`src/rtl/block_1_access_pkg.sv`:
```
`default_nettype none
// ============================================================================
// Module      : block_1_access_pkg
// Description : Shared types and constants for the block_1 access decoder.
//               Holds the response status encoding, the register count and
//               the byte-offset table of the block_1 register map.
// Revision    : 1.0 - initial release
// ============================================================================
package block_1_access_pkg;

  localparam int REGISTER_COUNT = 17;
  localparam int ADDR_W         = 7;

  typedef enum logic [1:0] {
    RSP_OK      = 2'b00,
    RSP_SLVERR  = 2'b01,
    RSP_DECERR  = 2'b10,
    RSP_TIMEOUT = 2'b11
  } rsp_status_e;

  // Byte offset of each register select, index = one-hot bit position.
  // Entry 2 is the shared window covering both register_file_1 registers.
  localparam logic [ADDR_W-1:0] REG_OFFSET [REGISTER_COUNT] = '{
    7'h00, 7'h04, 7'h10, 7'h20, 7'h24, 7'h28, 7'h2C, 7'h30, 7'h34,
    7'h38, 7'h3C, 7'h40, 7'h44, 7'h48, 7'h4C, 7'h50, 7'h54
  };

endpackage
`default_nettype wire

```
`src/rtl/block_1_address_lookup.sv`:
```
`default_nettype none
// ============================================================================
// Module      : block_1_address_lookup
// Description : Combinational decode of a byte address against the block_1
//               register map into a hit flag and a one-hot register select.
// Ports       : addr_i - byte address
//               hit_o  - address matches a mapped, word-aligned register
//               sel_o  - one-hot register select (all zero on a miss)
// Revision    : 1.0 - initial release
// ============================================================================
module block_1_address_lookup
  import block_1_access_pkg::*;
(
  input  logic [ADDR_W-1:0]         addr_i,
  output logic                      hit_o,
  output logic [REGISTER_COUNT-1:0] sel_o
);

  always_comb begin
    sel_o = '0;
    // Every table entry is word aligned; the explicit check keeps a
    // misaligned address from ever matching if the table is edited.
    if (addr_i[1:0] == 2'b00) begin
      for (int i = 0; i < REGISTER_COUNT; i++) begin
        if (addr_i == REG_OFFSET[i]) begin
          sel_o[i] = 1'b1;
        end
      end
    end
  end

  assign hit_o = |sel_o;

endmodule
`default_nettype wire

```
`src/rtl/block_1_access_decoder.sv`:
```
`default_nettype none
// ============================================================================
// Module      : block_1_access_decoder
// Description : Host-side front end of the block_1 register array. Accepts
//               one access at a time, decodes it to a one-hot register
//               select, waits for the array acknowledge (bounded by a
//               timeout) and returns data plus status with valid/ready.
// Ports       : i_clk, i_rst           - clock, synchronous active-high reset
//               i_req_*, o_req_ready   - host request channel
//               o_reg_*, i_reg_*       - register array access channel
//               o_rsp_*, i_rsp_ready   - host response channel
// Revision    : 1.0 - initial release
// ============================================================================
module block_1_access_decoder
  import block_1_access_pkg::*;
#(
  parameter int TIMEOUT_CYCLES = 64,
  parameter int ADDRESS_WIDTH  = 7,
  parameter int DATA_WIDTH     = 32
) (
  input  logic                      i_clk,
  input  logic                      i_rst,
  // host request
  input  logic                      i_req_valid,
  output logic                      o_req_ready,
  input  logic [ADDRESS_WIDTH-1:0]  i_req_addr,
  input  logic                      i_req_write,
  input  logic [DATA_WIDTH-1:0]     i_req_wdata,
  input  logic [DATA_WIDTH/8-1:0]   i_req_strb,
  // register array
  output logic                      o_reg_valid,
  output logic [REGISTER_COUNT-1:0] o_reg_sel,
  output logic                      o_reg_write,
  output logic [DATA_WIDTH-1:0]     o_reg_wdata,
  output logic [DATA_WIDTH/8-1:0]   o_reg_strb,
  input  logic                      i_reg_ack,
  input  logic                      i_reg_err,
  input  logic [DATA_WIDTH-1:0]     i_reg_rdata,
  // host response
  output logic                      o_rsp_valid,
  input  logic                      i_rsp_ready,
  output logic [DATA_WIDTH-1:0]     o_rsp_rdata,
  output logic [1:0]                o_rsp_status
);

  typedef enum logic [1:0] {
    ST_IDLE   = 2'd0,
    ST_ACCESS = 2'd1,
    ST_RESP   = 2'd2
  } state_e;

  // Last counter value of an access before it is declared timed out.
  localparam logic [7:0] TIMEOUT_LAST = 8'(TIMEOUT_CYCLES - 1);

  state_e                    state_q;
  logic                      req_ready_q;
  logic                      reg_valid_q;
  logic [REGISTER_COUNT-1:0] reg_sel_q;
  logic                      reg_write_q;
  logic [DATA_WIDTH-1:0]     reg_wdata_q;
  logic [DATA_WIDTH/8-1:0]   reg_strb_q;
  logic                      rsp_valid_q;
  logic [DATA_WIDTH-1:0]     rsp_rdata_q;
  rsp_status_e               rsp_status_q;
  logic [7:0]                cnt_q;
  logic [7:0]                cnt_d;

  logic                      lookup_hit;
  logic [REGISTER_COUNT-1:0] lookup_sel;

  block_1_address_lookup u_lookup (
    .addr_i (i_req_addr),
    .hit_o  (lookup_hit),
    .sel_o  (lookup_sel)
  );

  // Saturating increment: the counter must never wrap back to zero.
  assign cnt_d = (cnt_q == 8'hFF) ? cnt_q : cnt_q + 8'd1;

  always_ff @(posedge i_clk) begin
    if (i_rst) begin
      state_q      <= ST_IDLE;
      req_ready_q  <= 1'b1;
      reg_valid_q  <= 1'b0;
      reg_sel_q    <= '0;
      reg_write_q  <= 1'b0;
      reg_wdata_q  <= '0;
      reg_strb_q   <= '0;
      rsp_valid_q  <= 1'b0;
      rsp_rdata_q  <= '0;
      rsp_status_q <= RSP_OK;
      cnt_q        <= '0;
    end else begin
      case (state_q)
        ST_IDLE: begin
          if (i_req_valid) begin
            req_ready_q <= 1'b0;
            reg_write_q <= i_req_write;
            reg_wdata_q <= i_req_wdata;
            reg_strb_q  <= i_req_strb;
            if (lookup_hit) begin
              state_q     <= ST_ACCESS;
              reg_valid_q <= 1'b1;
              reg_sel_q   <= lookup_sel;
            end else begin
              // Unmapped address: answer directly, the array never sees it.
              state_q      <= ST_RESP;
              rsp_valid_q  <= 1'b1;
              rsp_rdata_q  <= '0;
              rsp_status_q <= RSP_DECERR;
            end
          end
        end

        ST_ACCESS: begin
          cnt_q <= cnt_d;
          // Ack is tested first so it wins over a coincident timeout.
          if (i_reg_ack) begin
            state_q      <= ST_RESP;
            reg_valid_q  <= 1'b0;
            reg_sel_q    <= '0;
            rsp_valid_q  <= 1'b1;
            rsp_status_q <= i_reg_err ? RSP_SLVERR : RSP_OK;
            rsp_rdata_q  <= (!reg_write_q && !i_reg_err) ? i_reg_rdata : '0;
          end else if (cnt_q == TIMEOUT_LAST) begin
            state_q      <= ST_RESP;
            reg_valid_q  <= 1'b0;
            reg_sel_q    <= '0;
            rsp_valid_q  <= 1'b1;
            rsp_status_q <= RSP_TIMEOUT;
            rsp_rdata_q  <= '0;
          end
        end

        ST_RESP: begin
          // Ready is only restored the cycle after the handshake, which
          // leaves one idle cycle between consecutive responses.
          if (i_rsp_ready) begin
            state_q     <= ST_IDLE;
            rsp_valid_q <= 1'b0;
            req_ready_q <= 1'b1;
            cnt_q       <= '0;
          end
        end

        default: begin
          state_q     <= ST_IDLE;
          req_ready_q <= 1'b1;
          reg_valid_q <= 1'b0;
          reg_sel_q   <= '0;
          rsp_valid_q <= 1'b0;
        end
      endcase
    end
  end

  assign o_req_ready  = req_ready_q;
  assign o_reg_valid  = reg_valid_q;
  assign o_reg_sel    = reg_sel_q;
  assign o_reg_write  = reg_write_q;
  assign o_reg_wdata  = reg_wdata_q;
  assign o_reg_strb   = reg_strb_q;
  assign o_rsp_valid  = rsp_valid_q;
  assign o_rsp_rdata  = rsp_rdata_q;
  assign o_rsp_status = rsp_status_q;

endmodule
`default_nettype wire

```
`config.mk`:
```
export PLATFORM = sky130hd
export DESIGN_NAME = block_1_access_decoder
export DESIGN_NICKNAME = d
export VERILOG_FILES = /design/src/rtl/block_1_access_pkg.sv /design/src/rtl/block_1_address_lookup.sv /design/src/rtl/block_1_access_decoder.sv
export SDC_FILE = /design/constraint.sdc
export NUM_CORES = 1
export LEC_CHECK = 0
export ABC_AREA = 1
export BUFFER_PORTS_ARGS = -buffer_cell sky130_fd_sc_hd__clkbuf_2
export CAP_MARGIN = 0
export CORE_MARGIN = 2
export CORE_UTILIZATION = 44
export DETAILED_ROUTE_END_ITERATION = 10
export GPL_ROUTABILITY_DRIVEN = 0
export HOLD_SLACK_MARGIN = 0.12
export PLACE_DENSITY = 0.85
export SYNTH_ARGS = -nofsm -noshare
export SYNTH_HDL_FRONTEND = slang
export SYNTH_SLANG_ARGS = --single-unit
```
`constraint.sdc`:
```
create_clock -name i_clk -period 2.5 [get_ports i_clk]
set_input_delay 0.125 -clock i_clk [delete_from_list [all_inputs] [get_ports i_clk]]
set_output_delay 0.125 -clock i_clk [all_outputs]
set_load 0.05 [all_outputs]
```
# == Word-level counts from Yosys, hierarchy flattened ==
# Index checks and enable logic that the tools add are counted.
# word_totals
reg_bits,101
inputBits,82
output_inout_bits,91
word_cells,114
# classes
n_addsub,1
n_eq_ne,26
n_mux,58
bitwise_logic,2
reduce_logical,16
# op_table
operator,n
$mux W32,5
$mux W17,5
$pmux W32 S2,1
$eq A7 B6 Y1 const B,8
$pmux W17 S3,1
$eq A7 B7 Y1 const B,6
$mux W1,29
$mux W2,9
$reduce_or A17 Y1,1
$mux W8,2
$pmux W8 S2,1
$reduce_and A4 Y1,3
$ne A2 B2 Y1 const B,5
$pmux W1 S3,3
$reduce_and A3 Y1,3
$add A8 B1 Y8 const B,1
$eq A8 B6 Y1 const B,1
$eq A8 B8 Y1 const B,1
$eq A7 B3 Y1 const B,1
$eq A7 B5 Y1 const B,1
$logic_not A7 Y1,1
$pmux W2 S3,1
$logic_not A2 Y1,2
$pmux W2 S2,1
8 further kinds,11

# == Longest topological paths before layout ==
# depth
word_depth,7
ltp_mapped,14
mapped_depth_nobuf,13

# == Cells and area by module ==
# A second synthesis with hierarchy kept.
# hier_totals
cells_unflattened,655
area_unflattened_um2,4459.3
# by_module_without_submodules
module,instances,cells_each,area_per_inst_um2,seq_area_each_um2
block_1_access_decoder,1,586,4161.5,2021.9
block_1_address_lookup,1,69,297.8,0.0

# == Worst setup path after synthesis ==
# No wires, ideal clock.
# synth_timing
kind,register -> register
start,register cnt_q[1]
end,register rsp_rdata_q[0] (netlist: o_rsp_rdata[0])
setup_time_ns,0.113
arrival_ns,1.616
required_time_ns,2.387
setup_slack_ns,0.771
stages_incl_launch_ff,11
path_buffers,1
synth_period_minus_slack_ns,1.729
cell_sequence,dfxtp_1 ha_1 nand2_1 nor3_2 nand3_1 nand2_1 nor3b_4 nand2_4 buf_2 nor2_1 nor2_1
# synth_via
elab_chain_cells,3
# synth_lines
element,line_no,source
from (decl),block_1_access_decoder.sv:65,logic [7:0] cnt_q;
from (signal assigned),block_1_access_decoder.sv:116,cnt_q <= cnt_d;
$eq A8 B6 Y1,block_1_access_decoder.sv:125,end else if (cnt_q == TIMEOUT_LAST) begin
$ne A3 B3 Y1 (no line),-,
$reduce_and A4 Y1 (no line),-,
to (signal assigned),block_1_access_decoder.sv:124,rsp_rdata_q <= (!reg_write_q && !i_reg_err) ? i_reg_rdata : '0;
to (decl),block_1_access_decoder.sv:63,logic [DATA_WIDTH-1:0] rsp_rdata_q;
# No other way between the ends.
# A chain may end at the register's enable or synchronous reset.

# == Final worst setup path ==
# layout_timing
start,register cnt_q[1]
end,register rsp_rdata_q[2] (netlist: o_rsp_rdata[2])
# The elaborated chain is that of the path after synthesis.

==> results.yml <==
global_routing:
  grt_pass1_vias: 4516
  grt_pass1_wl_um: 19670
  grt.overflow.total: 0
  track_usage: 0.2279
  antenna_found_initial: 0
  grt_max_degree: 43
job:
  cap_violations: 0
routing:
  vias: 4817
  routed_via_density: 4.841
  wire_per_inst_um: 12.79
  dr.pass1.iters: 4
  wirelength_um: 12720
  ant_nets: 0
  drt_iter0_drc: 156
  drc: 0
clocking:
  numCtsBuffers: 9
  clkLatencyLatePin_ps: 350
  post-cts-setup-buffers: 0
  h-tree-depth: 3
  cts_resized: 0
  cts-root-buf: "clkbuf_8"
  cts_hold_buf: 68
  cts.reportedPaths.clkPinSlew_ps: 90
  cts_tree: "done"
  clock-sinks: 101
  clk_path_buf_depth: 2
final_layout:
  diodes: 0
  fin_cells: 995
  nets: 940
  areaGrowthSynthToFinish_pct: 42.60
  drive_above_1_share: 0.2425
synth:
  synth_seq_cells: 101
  yosysWarnings: 0
  synthMostInstantiatedCell: "nor2_1"
  synthCells: 634
  syn_nets: 717
  synth.area.top_cells: "dfxtp_1 47%, nor2_1 15%, nand2_1 9.8%"
  post_synth.cell_area_avg_um2: 6.856
  synth_xor_area_frac: 0.006045
  synthAdderAreaFrac: 0.002879
  yosys.area.top_type_share: 0.4652
  ys.flop_type: "dfxtp_1"
  synth_edf_count: 0
  synth_top_family_by_area: "simple AND/OR/NAND/NOR gates"
  synthArstFlopShare: 0
  synth_top_area_cell: "dfxtp_1"
  synth-seq-area-share: 0.4652
  synth_compound_area_frac: 0.1065
  synth_common_cells: "171 x nor2_1, 114 x nand2_1, 101 x dfxtp_1, 47 x a21oi_1, 45 x inv_1"
  synthMuxAreaShare: 0
  synthSimpleGateAreaFrac: 0.3408
  synth_cell_types: 27
  syn_area_mm2: 0.004347
floorplan:
  die-area_mm2: 0.01069
  start_util: 0.4488
  die_w_um: 103.4
  ios: 173
  die_h_um: 103.4
  coreArea_mm2: 0.009684
  std_cell_rows: 36
timing:
  drv_slew: 0
  fin_setup_tns_ps: 0
  finalSetupViolCount: 0
  maxSlewHeadroom: 0.5234
  min_period_over_period: 0.8532
  rsz0062_at_grt: "false"
  worstMarginPinSlew_ps: 713.8
  timing.fmax_mhz: 468.8
  min_period_ps: 2133
  final_hold_viol_count: 0
  worst_slack_ps: 367.0
  clock_skew_ps: 13.85
worst_setup_path:
  cp.arrival_ps: 2410
  cp-end-kind: "flip-flop"
  cp_max_fo: 42
  worst_ep_required_time_ps: 2780
  startpoint_type: "flip-flop"
  path_class: "reg -> reg"
  r2r_cells: 11
placed_design:
  hpwl_um: 7612
  dp_slack_ps: 401.9
  placement.io_buffers: 172
  placedCellCount: 911
pwr:
  leakage_nw: 3.021
  ir_drop_v: 0.0003951
  power-per-cell-area_mw_per_mm2: 749.1
outcome:
  status: "completed"
worst_hold_path:
  hold_depth: 5
  hold_path.class: "in -> reg"
## cell families (layout without fill, tap and decap cells)
kind of cell / Yosys count / in the layout
XOR/XNOR: 3 / 3
buffers and inverters: 84 / 312
adder cells (fa/ha/maj): 1 / 1
AND/OR/NAND/NOR: 353 / 353
flip-flops: 101 / 101
AO/OA/AOI/OAI: 92 / 92
## layout by cell type, fill, tap and decap left out, types with 3 or more instances in the layout
cell           netlist  final
nand2_1            114    114
buf_4                1      4
nand4_1             17     17
nor2_1             171    170
inv_2                3      4
inv_1               45     44
xor2_1               3      3
dlygate4sd3_1        0     68
a21oi_1             47     47
o21ai_0             44     44
dfxtp_1            101    101
clkbuf_8             0     10
nor3_1               4      4
nand3_1             34     34
clkbuf_2             0    172
nand2_4              3      3
nor2_2               3      4
## flip-flops by register name, indices dropped and copies added (netlist names)
signal,flops
o_reg_sel,17
o_reg_strb,4
o_rsp_valid,1
cnt_q,8
o_req_ready,1
o_rsp_rdata,32
o_rsp_status,2
state_q,2
o_reg_wdata,32
o_reg_write,1
o_reg_valid,1
## routing by layer
metal | GRT usage | vias up | part of all wire
li1 | - | 2451 | -
met1 | 0.2722 | 2128 | 0.42
met2 | 0.3906 | 198 | 0.48
met3 | 0.05645 | 40 | 0.074
met4 | 0.09514 | 0 | 0.031
met5 | 0 | - | 0
## power by group
part | switching, mW | total (mW) | internal, mW
Clock | 0.562 | 1.16 | 0.594
Combinational | 1.16 | 1.60 | 0.436
Sequential | 0.0985 | 1.89 | 1.79
Total | 1.82 | 4.64 | 2.82
## metrics by stage
stage / util / area [um2] / hold WS, ps / power (mW)
5_1_grt: 0.6401 / 6198 / 166.5 / 4.888
6_report: 0.6401 / 6198 / 130.5 / 4.643
4_1_cts: 0.6401 / 6198 / 124.8 / 4.654
3_5_place_dp: 0.5465 / 5293 / 352.2 / 3.415
3_3_place_gp: 0.5465 / 5293 / 346.5 / 3.395
2_1_floorplan: - / 4347 / 194.1 / 3.062
## worst max-delay path, stage by stage (launching register included)
cell and delay (ps):
dfxtp_1 360, ha_1 170, nand2_1 80, nor3_2 250, nand3_1 100, nand2_1 130, nor3b_4 240, buf_12 230
nand2_4 200, nand2_1 120, nand2_1 50, nor2_1 120
## cell type report
cell class,instances,area [um2]
Timing Repair Buffer,246,1612
Tap cell,133,166.4
Clock inverter,5,83.83
Fill cell,771,3486
Inverter,50,187.7
Sequential cell,101,2022
Clock buffer,11,141.4
Multi-Input combinational cell,449,1986
## final timing paths
path / start / slack [ps] / end
worst max-delay path: cnt_q[1] / 370 / o_rsp_rdata[2]
worst min-delay path: i_reg_rdata[8] / 130 / o_rsp_rdata[8]
worst max register to register: cnt_q[1] / 370 / o_rsp_rdata[2]
worst min register to register: o_rsp_status[1] / 460 / o_rsp_status[1]
Note: power is estimated with default switching activity, not from simulation.
